===== config.mk =====
export PLATFORM = sky130hd
export DESIGN_NAME = stopwatch_ctrl
export DESIGN_NICKNAME = d
export VERILOG_FILES = /design/src/rtl/stopwatch_ctrl.sv
export SDC_FILE = /design/constraint.sdc
export NUM_CORES = 1
export LEC_CHECK = 0
export ABC_AREA = 1
export ABC_CLOCK_PERIOD_IN_PS = 2700
export CAP_MARGIN = 20
export CELL_PAD_IN_SITES_DETAIL_PLACEMENT = 1
export CELL_PAD_IN_SITES_GLOBAL_PLACEMENT = 1
export CORE_MARGIN = 1.5
export CORE_UTILIZATION = 40
export CTS_CLUSTER_SIZE = 20
export DETAILED_ROUTE_END_ITERATION = 7
export GPL_TIMING_DRIVEN = 0
export PLACE_DENSITY = 0.7
export SLEW_MARGIN = 20
export SYNTH_ARGS = -nofsm -noshare
export SYNTH_HDL_FRONTEND = slang
export SYNTH_SLANG_ARGS = --single-unit

===== constraint.sdc =====
create_clock -name clk -period 2.7 [get_ports clk]
set_clock_uncertainty 0.1 [all_clocks]
set_input_delay 0.54 -clock clk [delete_from_list [all_inputs] [get_ports clk]]
set_output_delay 0.54 -clock clk [all_outputs]
set_load 0.01 [all_outputs]

===== src/rtl/stopwatch_ctrl.sv =====
// stopwatch_ctrl: input conditioning, IDLE/RUN/PAUSE/ADJUST sequencing and
// timing enables for the lab3 stopwatch counters and display mux.
module stopwatch_ctrl #(
    parameter int TICK_DIV  = 100_000_000,
    parameter int ADJ_DIV   = 50_000_000,
    parameter int BLINK_DIV = 25_000_000,
    parameter int SCAN_DIV  = 100_000,
    parameter int DB_CYCLES = 1_000_000
) (
    input  logic       clk,
    input  logic       rst_n,
    input  logic       btnP,
    input  logic       btnR,
    input  logic [7:0] sw,
    output logic       count_en,
    output logic       clr,
    output logic       adj_mode,
    output logic       adj_sel,
    output logic       blink,
    output logic       running,
    output logic       scan_en,
    output logic [1:0] state
);

    localparam int PMAX = (TICK_DIV > ADJ_DIV) ? TICK_DIV : ADJ_DIV;
    localparam int PW   = (PMAX > 1) ? $clog2(PMAX) : 1;
    localparam int DW   = (DB_CYCLES > 1) ? $clog2(DB_CYCLES) : 1;
    localparam int BW   = (BLINK_DIV > 1) ? $clog2(BLINK_DIV) : 1;
    localparam int SCW  = (SCAN_DIV > 1) ? $clog2(SCAN_DIV) : 1;

    localparam logic [PW-1:0]  TICK_TERM  = PW'(TICK_DIV - 1);
    localparam logic [PW-1:0]  ADJ_TERM   = PW'(ADJ_DIV - 1);
    localparam logic [DW-1:0]  DB_TERM    = DW'(DB_CYCLES - 1);
    localparam logic [BW-1:0]  BLINK_TERM = BW'(BLINK_DIV - 1);
    localparam logic [SCW-1:0] SCAN_TERM  = SCW'(SCAN_DIV - 1);

    typedef enum logic [1:0] {
        IDLE   = 2'b00,
        RUN    = 2'b01,
        PAUSE  = 2'b10,
        ADJUST = 2'b11
    } state_t;

    logic unused_sw;
    assign unused_sw = ^sw[7:2];

    // bit order: {SEL, ADJ, btnR, btnP}
    logic [3:0]          s1_q, s1_d, s2_q, s2_d;
    logic [1:0]          db_q, db_d, press_q, press_d;
    logic [1:0][DW-1:0]  dbc_q, dbc_d;
    state_t              state_q, state_d;
    logic                clr_q, clr_d;
    logic [PW-1:0]       presc_q, presc_d;
    logic                ce;
    logic [BW-1:0]       bcnt_q, bcnt_d;
    logic                blink_q, blink_d;
    logic [SCW-1:0]      scnt_q, scnt_d;
    logic                scan_q, scan_d;
    logic                running_q, running_d;
    logic                adj_mode_q, adj_mode_d;
    logic                adj_sel_q, adj_sel_d;
    logic                adj, sel, p_ev, r_ev;
    logic                in_adj_q, in_adj_d;

    always_comb begin
        s1_d = {sw[1], sw[0], btnR, btnP};
        s2_d = s1_q;
    end

    always_comb begin
        db_d    = db_q;
        dbc_d   = '0;
        press_d = '0;
        for (int i = 0; i < 2; i++) begin
            if (s2_q[i] != db_q[i]) begin
                if (dbc_q[i] == DB_TERM) begin
                    db_d[i] = s2_q[i];
                end else begin
                    dbc_d[i] = dbc_q[i] + 1'b1;
                end
            end
            press_d[i] = db_d[i] & ~db_q[i];
        end
    end

    assign adj  = s2_q[2];
    assign sel  = s2_q[3];
    assign p_ev = press_q[0];
    assign r_ev = press_q[1];

    // clear wins over the ADJ switch, which wins over the pause button
    always_comb begin
        state_d = state_q;
        clr_d   = 1'b0;
        if (r_ev) begin
            clr_d   = 1'b1;
            state_d = adj ? ADJUST : IDLE;
        end else if (adj && state_q != ADJUST) begin
            state_d = ADJUST;
        end else if (!adj && state_q == ADJUST) begin
            state_d = PAUSE;
        end else if (p_ev) begin
            case (state_q)
                IDLE:    state_d = RUN;
                RUN:     state_d = PAUSE;
                PAUSE:   state_d = RUN;
                default: state_d = state_q;
            endcase
        end
    end

    assign in_adj_q = (state_q == ADJUST);
    assign in_adj_d = (state_d == ADJUST);

    always_comb begin
        presc_d = presc_q;
        ce      = 1'b0;
        if (state_q == RUN) begin
            if (presc_q == TICK_TERM) begin
                presc_d = '0;
                ce      = 1'b1;
            end else begin
                presc_d = presc_q + 1'b1;
            end
        end else if (state_q == ADJUST) begin
            if (presc_q == ADJ_TERM) begin
                presc_d = '0;
                ce      = 1'b1;
            end else begin
                presc_d = presc_q + 1'b1;
            end
        end
        if (clr_d || (in_adj_d != in_adj_q)) begin
            presc_d = '0;
        end
    end

    always_comb begin
        blink_d = 1'b1;
        bcnt_d  = '0;
        if (in_adj_d && in_adj_q) begin
            if (bcnt_q == BLINK_TERM) begin
                blink_d = ~blink_q;
            end else begin
                blink_d = blink_q;
                bcnt_d  = bcnt_q + 1'b1;
            end
        end
    end

    always_comb begin
        scan_d = 1'b0;
        scnt_d = scnt_q + 1'b1;
        if (scnt_q == SCAN_TERM) begin
            scan_d = 1'b1;
            scnt_d = '0;
        end
    end

    always_comb begin
        running_d  = (state_d == RUN);
        adj_mode_d = in_adj_d;
        adj_sel_d  = in_adj_d & sel;
    end

    always_ff @(posedge clk or negedge rst_n) begin
        if (!rst_n) begin
            s1_q       <= '0;
            s2_q       <= '0;
            db_q       <= '0;
            dbc_q      <= '0;
            press_q    <= '0;
            state_q    <= IDLE;
            clr_q      <= 1'b0;
            presc_q    <= '0;
            bcnt_q     <= '0;
            blink_q    <= 1'b1;
            scnt_q     <= '0;
            scan_q     <= 1'b0;
            running_q  <= 1'b0;
            adj_mode_q <= 1'b0;
            adj_sel_q  <= 1'b0;
        end else begin
            s1_q       <= s1_d;
            s2_q       <= s2_d;
            db_q       <= db_d;
            dbc_q      <= dbc_d;
            press_q    <= press_d;
            state_q    <= state_d;
            clr_q      <= clr_d;
            presc_q    <= presc_d;
            bcnt_q     <= bcnt_d;
            blink_q    <= blink_d;
            scnt_q     <= scnt_d;
            scan_q     <= scan_d;
            running_q  <= running_d;
            adj_mode_q <= adj_mode_d;
            adj_sel_q  <= adj_sel_d;
        end
    end

    assign count_en = ce & ~clr_q;
    assign clr      = clr_q;
    assign state    = state_q;
    assign blink    = blink_q;
    assign scan_en  = scan_q;
    assign running  = running_q;
    assign adj_mode = adj_mode_q;
    assign adj_sel  = adj_sel_q;

endmodule

Word-level counts from Yosys, hierarchy flattened
Cells that the tools add are included.
{"block": "word_totals", "register_bits": 129}
{"block": "classes", "eq_ne": 16, "bitwise": 8, "mux": 30, "add_sub_neg": 5, "n_reduce_logical": 8}
{"op": "2-to-1 mux 27 bit", "n": 5}
{"op": "2-to-1 mux 20 bit", "n": 4}
{"op": "2-to-1 mux 25 bit", "n": 2}
{"op": "adder 20 x 1 -> 20 bit (second input constant)", "n": 2}
{"op": "equality test 20 bit (second input constant)", "n": 2}
{"op": "adder 27 x 1 -> 27 bit (second input constant)", "n": 1}
{"op": "equality test 27 x 26 -> 1 bit (second input constant)", "n": 1}
{"op": "equality test 27 bit (second input constant)", "n": 1}
{"op": "adder 25 x 1 -> 25 bit (second input constant)", "n": 1}
{"op": "equality test 25 bit (second input constant)", "n": 1}
{"op": "adder 17 x 1 -> 17 bit (second input constant)", "n": 1}
{"op": "equality test 17 bit (second input constant)", "n": 1}
{"op": "2-to-1 mux 17 bit", "n": 1}
{"op": "2-to-1 mux 1 bit", "n": 12}
{"op": "2-to-1 mux 2 bit", "n": 5}
{"op": "equality test 2 bit (second input constant)", "n": 3}
{"op": "bitwise AND 1 bit", "n": 4}
{"op": "equality test 2 x 1 -> 1 bit (second input constant)", "n": 2}
{"op": "NOT 1 bit", "n": 4}
{"op": "one-hot mux 2 bit (2 select lines)", "n": 1}
{"op": "logical AND 1 bit", "n": 3}
{"op": "!= test 1 bit", "n": 3}
{"op": "nonzero test 3 bit", "n": 1}
{"op": "zero test 2 bit", "n": 1}
{"op": "5 further kinds", "n": 5}

Logic depth before layout (Yosys ltp)
{"block": "depth", "word_depth": 11, "mapped_depth": 11, "ltp_nobuf": 11}

Least setup slack after synthesis
No wires, ideal clock.
{"block": "synth_timing", "kind": "register to register", "startpoint": "register state_q[0], in the netlist state[0]", "endpoint": "register presc_q[7]", "path_slack_ns": 0.697, "n_path_buf": 1, "setup_time_ns": 0.134, "t_arrival_ns": 1.769, "stages_incl_launch_ff": 12, "synth_period_minus_slack_ns": 2.003, "cell_sequence": "dfrtp_1 nand2_1 inv_1 ha_1 nor2_4 nand2_4 inv_2 buf_6 nor2_4 nand2_1 xor2_1 a21oi_2"}
{"block": "synth_via", "elab_chain_len": 11, "word_cells_on_any_way": 19, "cone_classes": "6 x eq/ne; 7 x mux; 6 x reduce/logical"}
{"item": "start, declared", "line_no": "51", "rtl": "state_t state_q, state_d;"}
{"item": "start signal, assigned", "line_no": "189", "rtl": "state_q <= state_d;"}
{"item": "equality test 2 bit / zero test 2 bit (equally long branches)", "line_no": "103", "rtl": "case (state_q)"}
{"item": "OR reduction 2 bit (no source line)"}
{"item": "one-hot mux 2 bit (2 select lines)", "line_no": "103"}
{"item": "2-to-1 mux 2 bit", "line_no": "102", "rtl": "end else if (p_ev) begin"}
{"item": "2-to-1 mux 2 bit", "line_no": "100", "rtl": "end else if (!adj && state_q == ADJUST) begin"}
{"item": "2-to-1 mux 2 bit", "line_no": "98", "rtl": "end else if (adj && state_q != ADJUST) begin"}
{"item": "2-to-1 mux 2 bit", "line_no": "95", "rtl": "if (r_ev) begin"}
{"item": "equality test 2 bit", "line_no": "113", "rtl": "assign in_adj_d = (state_d == ADJUST);"}
{"item": "!= test 1 bit", "line_no": "133", "rtl": "if (clr_d || (in_adj_d != in_adj_q)) begin"}
{"item": "logical OR 1 bit", "line_no": "133"}
{"item": "nonzero test 3 bit (no source line) / 2-to-1 mux 27 bit (equally long branches)"}
{"item": "end signal, assigned", "line_no": "191", "rtl": "presc_q <= presc_d;"}
{"item": "end, declared", "line_no": "53", "rtl": "logic [PW-1:0] presc_q, presc_d;"}
Several ways; a longest one is shown, not always the timed one.
A chain may end at the register's enable or synchronous reset.

Worst setup path in the final report
{"block": "layout_timing", "startpoint": "register presc_q[1]", "endpoint": "output port count_en"}
{"block": "layout_via", "elab_chain_len": 5, "word_cells_on_any_way": 7, "cone_classes": "2 x eq/ne; 4 x mux; 1 x bitwise"}
{"item": "equality test 27 x 26 -> 1 bit", "line_no": "126", "rtl": "if (presc_q == ADJ_TERM) begin"}
{"item": "2-to-1 mux 1 bit", "line_no": "126"}
{"item": "2-to-1 mux 1 bit", "line_no": "125", "rtl": "end else if (state_q == ADJUST) begin"}
{"item": "2-to-1 mux 1 bit (*)", "line_no": "118", "rtl": "if (state_q == RUN) begin"}
{"item": "bitwise AND 1 bit (*)", "line_no": "202", "rtl": "assign count_en = ce & ~clr_q;"}
{"item": "end, declared", "line_no": "15", "rtl": "output logic count_en,"}
Mark *: on every way between the ends. The rest lies on a longest branch, timed or not.

==> summary.md <==
| Metric | Value |
|---|---|
| Clock buffer count from CTS | 17 |
| Maxcap violations | 0 |
| HP Class | input port to async pin |
| Top cell type's share of synthesized area | 0.455 |
| Fill count | 2,075 |
| CTS H-Tree Depth | 4 |
| Crit Path Max Fanout | 4 |
| Top post-synthesis cells by area | dfrtp_1, nand2_1, nor2_1 |
| ANT cells | 0 |
| Core footprint | 17,200 um^2 |
| Worst-path clk slew | 60 ps |
| Cell taking the most area after synthesis | dfrtp_1 |
| PortBufs | 14 |
| Min setup slack post-route | 196 ps |
| Initial core utilization | 0.408 |
| Pre-CTS setup slack | -96.2 ps |
| Leakage | 3.41 nW |
| IO Count | 21 |
| Routed Antenna Nets | 0 |
| VDD IR max | 426 uV |
| M1 GR Usage | 0.302 |
| Worst R2R Setup Slack | 420 ps |
| CP arrival | 1860 ps |
| Cell Pwr Density | 575 nW/um^2 |
| Clock tree sinks | 129 |
| Post-synth EDFFs | 0 |
| Switching share of power | 0.231 |
| Iteration-0 DRC count of the detailed router | 251 |
| Largest net degree at the start of global routing | 77 |
| Worst Setup Start Kind | flop |
| Minimum clock period | 2500 ps |
| Max clock buf depth | 2 |
| TritonRoute pass-1 iters | 5 |
| Fin cells | 1,164 |
| Syn. warnings | 0 |
| Number of global-route vias before repair | 6,288 |
| Post-Route WL | 18.1 mm |
| WL/cell | 15.6 um |
| Worst-Margin Slew | 707 ps |
| Placed Cells | 1,128 |
| Die ar. | 18,400 um^2 |
| Ys async rst share | 1.00 |
| Sequential share of the synthesized area | 0.459 |
| Max Slew Vio Count | 0 |
| Comb pwr share | 0.051 |
| GRT met2 Usage | 0.348 |
| Most frequent cells in the layout | nand2_1, nor2_1, dfrtp_1, inv_1, nand3_1 |
| Kind of critical path | flop to primary output |
| Mapped Nets | 906 |
| GRT busiest layer | met2 |
| Fmax | 399 MHz |
| #FFs+latches synth | 129 |
| Max-Slew Margin vs Limit | 0.524 |
| Period utilization | 0.927 |
| Most common cell after layout, fill and taps aside | nand2_1 |
| Core Util, Final | 0.475 |
| Placer Congestion | 0.853 |
| Worst-Skew Late Latency | 430 ps |
| Share of cells above drive strength 1 | 0.112 |
| Status | finished with violations |
| Failing checks | negative hold slack |
| Crit. End Element | primary output |
| Psw | 1.09 mW |
| Total number of vias | 5,877 |
| Hold Slack | -10.0 ps |
| Routed vias/inst | 5.05 |
| Final setup fails | 0 |
| Hpwl dp | 13.0 mm |
| Area growth, synth to finish | 16.4% |
| Number of remaining DRC errors | 0 |
| Root Driver | clkbuf_16 |
| Post-Synthesis Cells | 888 |
| Unrepaired setup endpoints after global routing | false |
| Cell area after synthesis | 7040 um^2 |
| Global-route wire length before repair | 31.6 mm |
| Final hold violation count | 11 |
| GRT Util Overall | 0.219 |
| Critical Path RT | 2060 ps |
| Top FF cell, synth | dfrtp_1 |
| Die W | 136 um |
| CTS tree | built |
| Die Height | 136 um |
| GR Overflow Total | 0 |
| # rows | 48 |
| Initial antenna violation count | 0 |
| Reg power frac | 0.423 |
| GRT met3 Usage | 0.0453 |
| Post-route setup TNS | 0 ps |
| Post-synthesis average cell area | 7.93 um^2 |
| Clock share of power | 0.526 |
| Synth cell types | 43 |
| # hold bufs at CTS | 0 |
| Pint | 3.62 mW |
| NumNets Final | 944 |
-- metrics by stage --
step | power, mW | area (um^2)
2_1_floorplan | 2.14 | 7040
6_report | 4.71 | 8190
4_1_cts | 4.78 | 8170
3_3_place_gp | 2.24 | 7460
5_1_grt | 4.88 | 8190
3_5_place_dp | 2.25 | 7490
-- routing by layer --
metal	vias up	routed length [um]
met3	20	420
met5	-	0
met1	2855	8990
met4	0	256
li1	2945	-
met2	57	8440
-- path summary, 6_finish.rpt --
path,from,cells after the start,end
worst max-delay path,presc_q[1]$_DFFE_PN0P_,8,count_en
worst min-delay path,rst_n,1,presc_q[1]$_DFFE_PN0P_
worst max register to register,state[0]$_DFF_PN0_,11,presc_q[7]$_DFFE_PN0P_
worst min register to register,s1_q[3]$_DFF_PN0_,0,s2_q[3]$_DFF_PN0_
max in group asynchronous,rst_n,2,blink$_DFFE_PN1P_
min in group clk,s1_q[3]$_DFF_PN0_,0,s2_q[3]$_DFF_PN0_
-- kinds of logic (layout without fill, tap and decap cells) --
kind of cell | after synthesis | count (layout) | share of synthesized area
xor gates and xnor gates | 51 | 51 | 0.0635
buffers and inverters | 130 | 181 | 0.0743
DFF | 129 | 129 | 0.459
and+or+nand+nor | 500 | 500 | 0.332
AOI/OAI and AO/OA | 72 | 72 | 0.0606
adders and majority gates | 6 | 6 | 0.0107
-- registers in the layout, indices dropped and copies added (netlist names) --
| register | cells |
|---|---|
| dbc_q | 40 |
| presc_q | 27 |
| bcnt_q | 25 |
| scnt_q | 17 |
| s1_q | 4 |
| s2_q | 4 |
| db_q | 2 |
| press_q | 2 |
| state | 2 |
| adj_mode | 1 |
| adj_sel | 1 |
| blink | 1 |
| clr | 1 |
| running | 1 |
| scan_en | 1 |
-- Yosys cell counts (7+ instances only) --
cell type,number
nor2_1,138
nor2_4,7
nand4_1,34
nor2_2,9
dfrtp_1,128
xor2_1,42
nand2_1,171
a21oi_1,28
nor3_1,49
o21ai_0,19
a21oi_2,9
inv_1,117
nand3_1,58
xnor2_1,9
-- worst max-delay path: stages, from the launching register on --
cell and delay (ps):
dfrtp_1 360, ha_2 200, nand2_2 100, nor2_4 130, nand2_4 90, nor2_4 130, nand3_2 110, a21oi_4 170
buf_2 150
-- power groups by stage --
stage	logic [mW]	registers [mW]	clock network (mW)
after floorplan	0.118	2.02	0
after global placement	0.210	2.03	0
after detailed placement	0.221	2.03	0
after CTS	0.247	1.99	2.54
after global routing	0.272	2.00	2.61
final	0.241	1.99	2.48
-- timing repair --
| item | in CTS | in global routing |
|---|---|---|
| pin swaps | 2 | 2 |
| resized for setup | 10 | 8 |
| hold endpoints to repair | 0 | 0 |
| setup buffers | 3 | 1 |
| endpoints found under the setup margin | 1 | 1 |
-- area by class of cell --
class	instances	area [um^2]	area share
well taps	225	282	0.0344
clock inverters	12	183	0.0223
repair buffers	19	198	0.0241
clock buffers	20	447	0.0545
inverters	120	450	0.0550
multi-input cells	629	3330	0.406
flip-flops and latches	129	3230	0.394
plain buffers	10	72.6	0.00886
No activity file was read; power rests on OpenSTA's default activity.
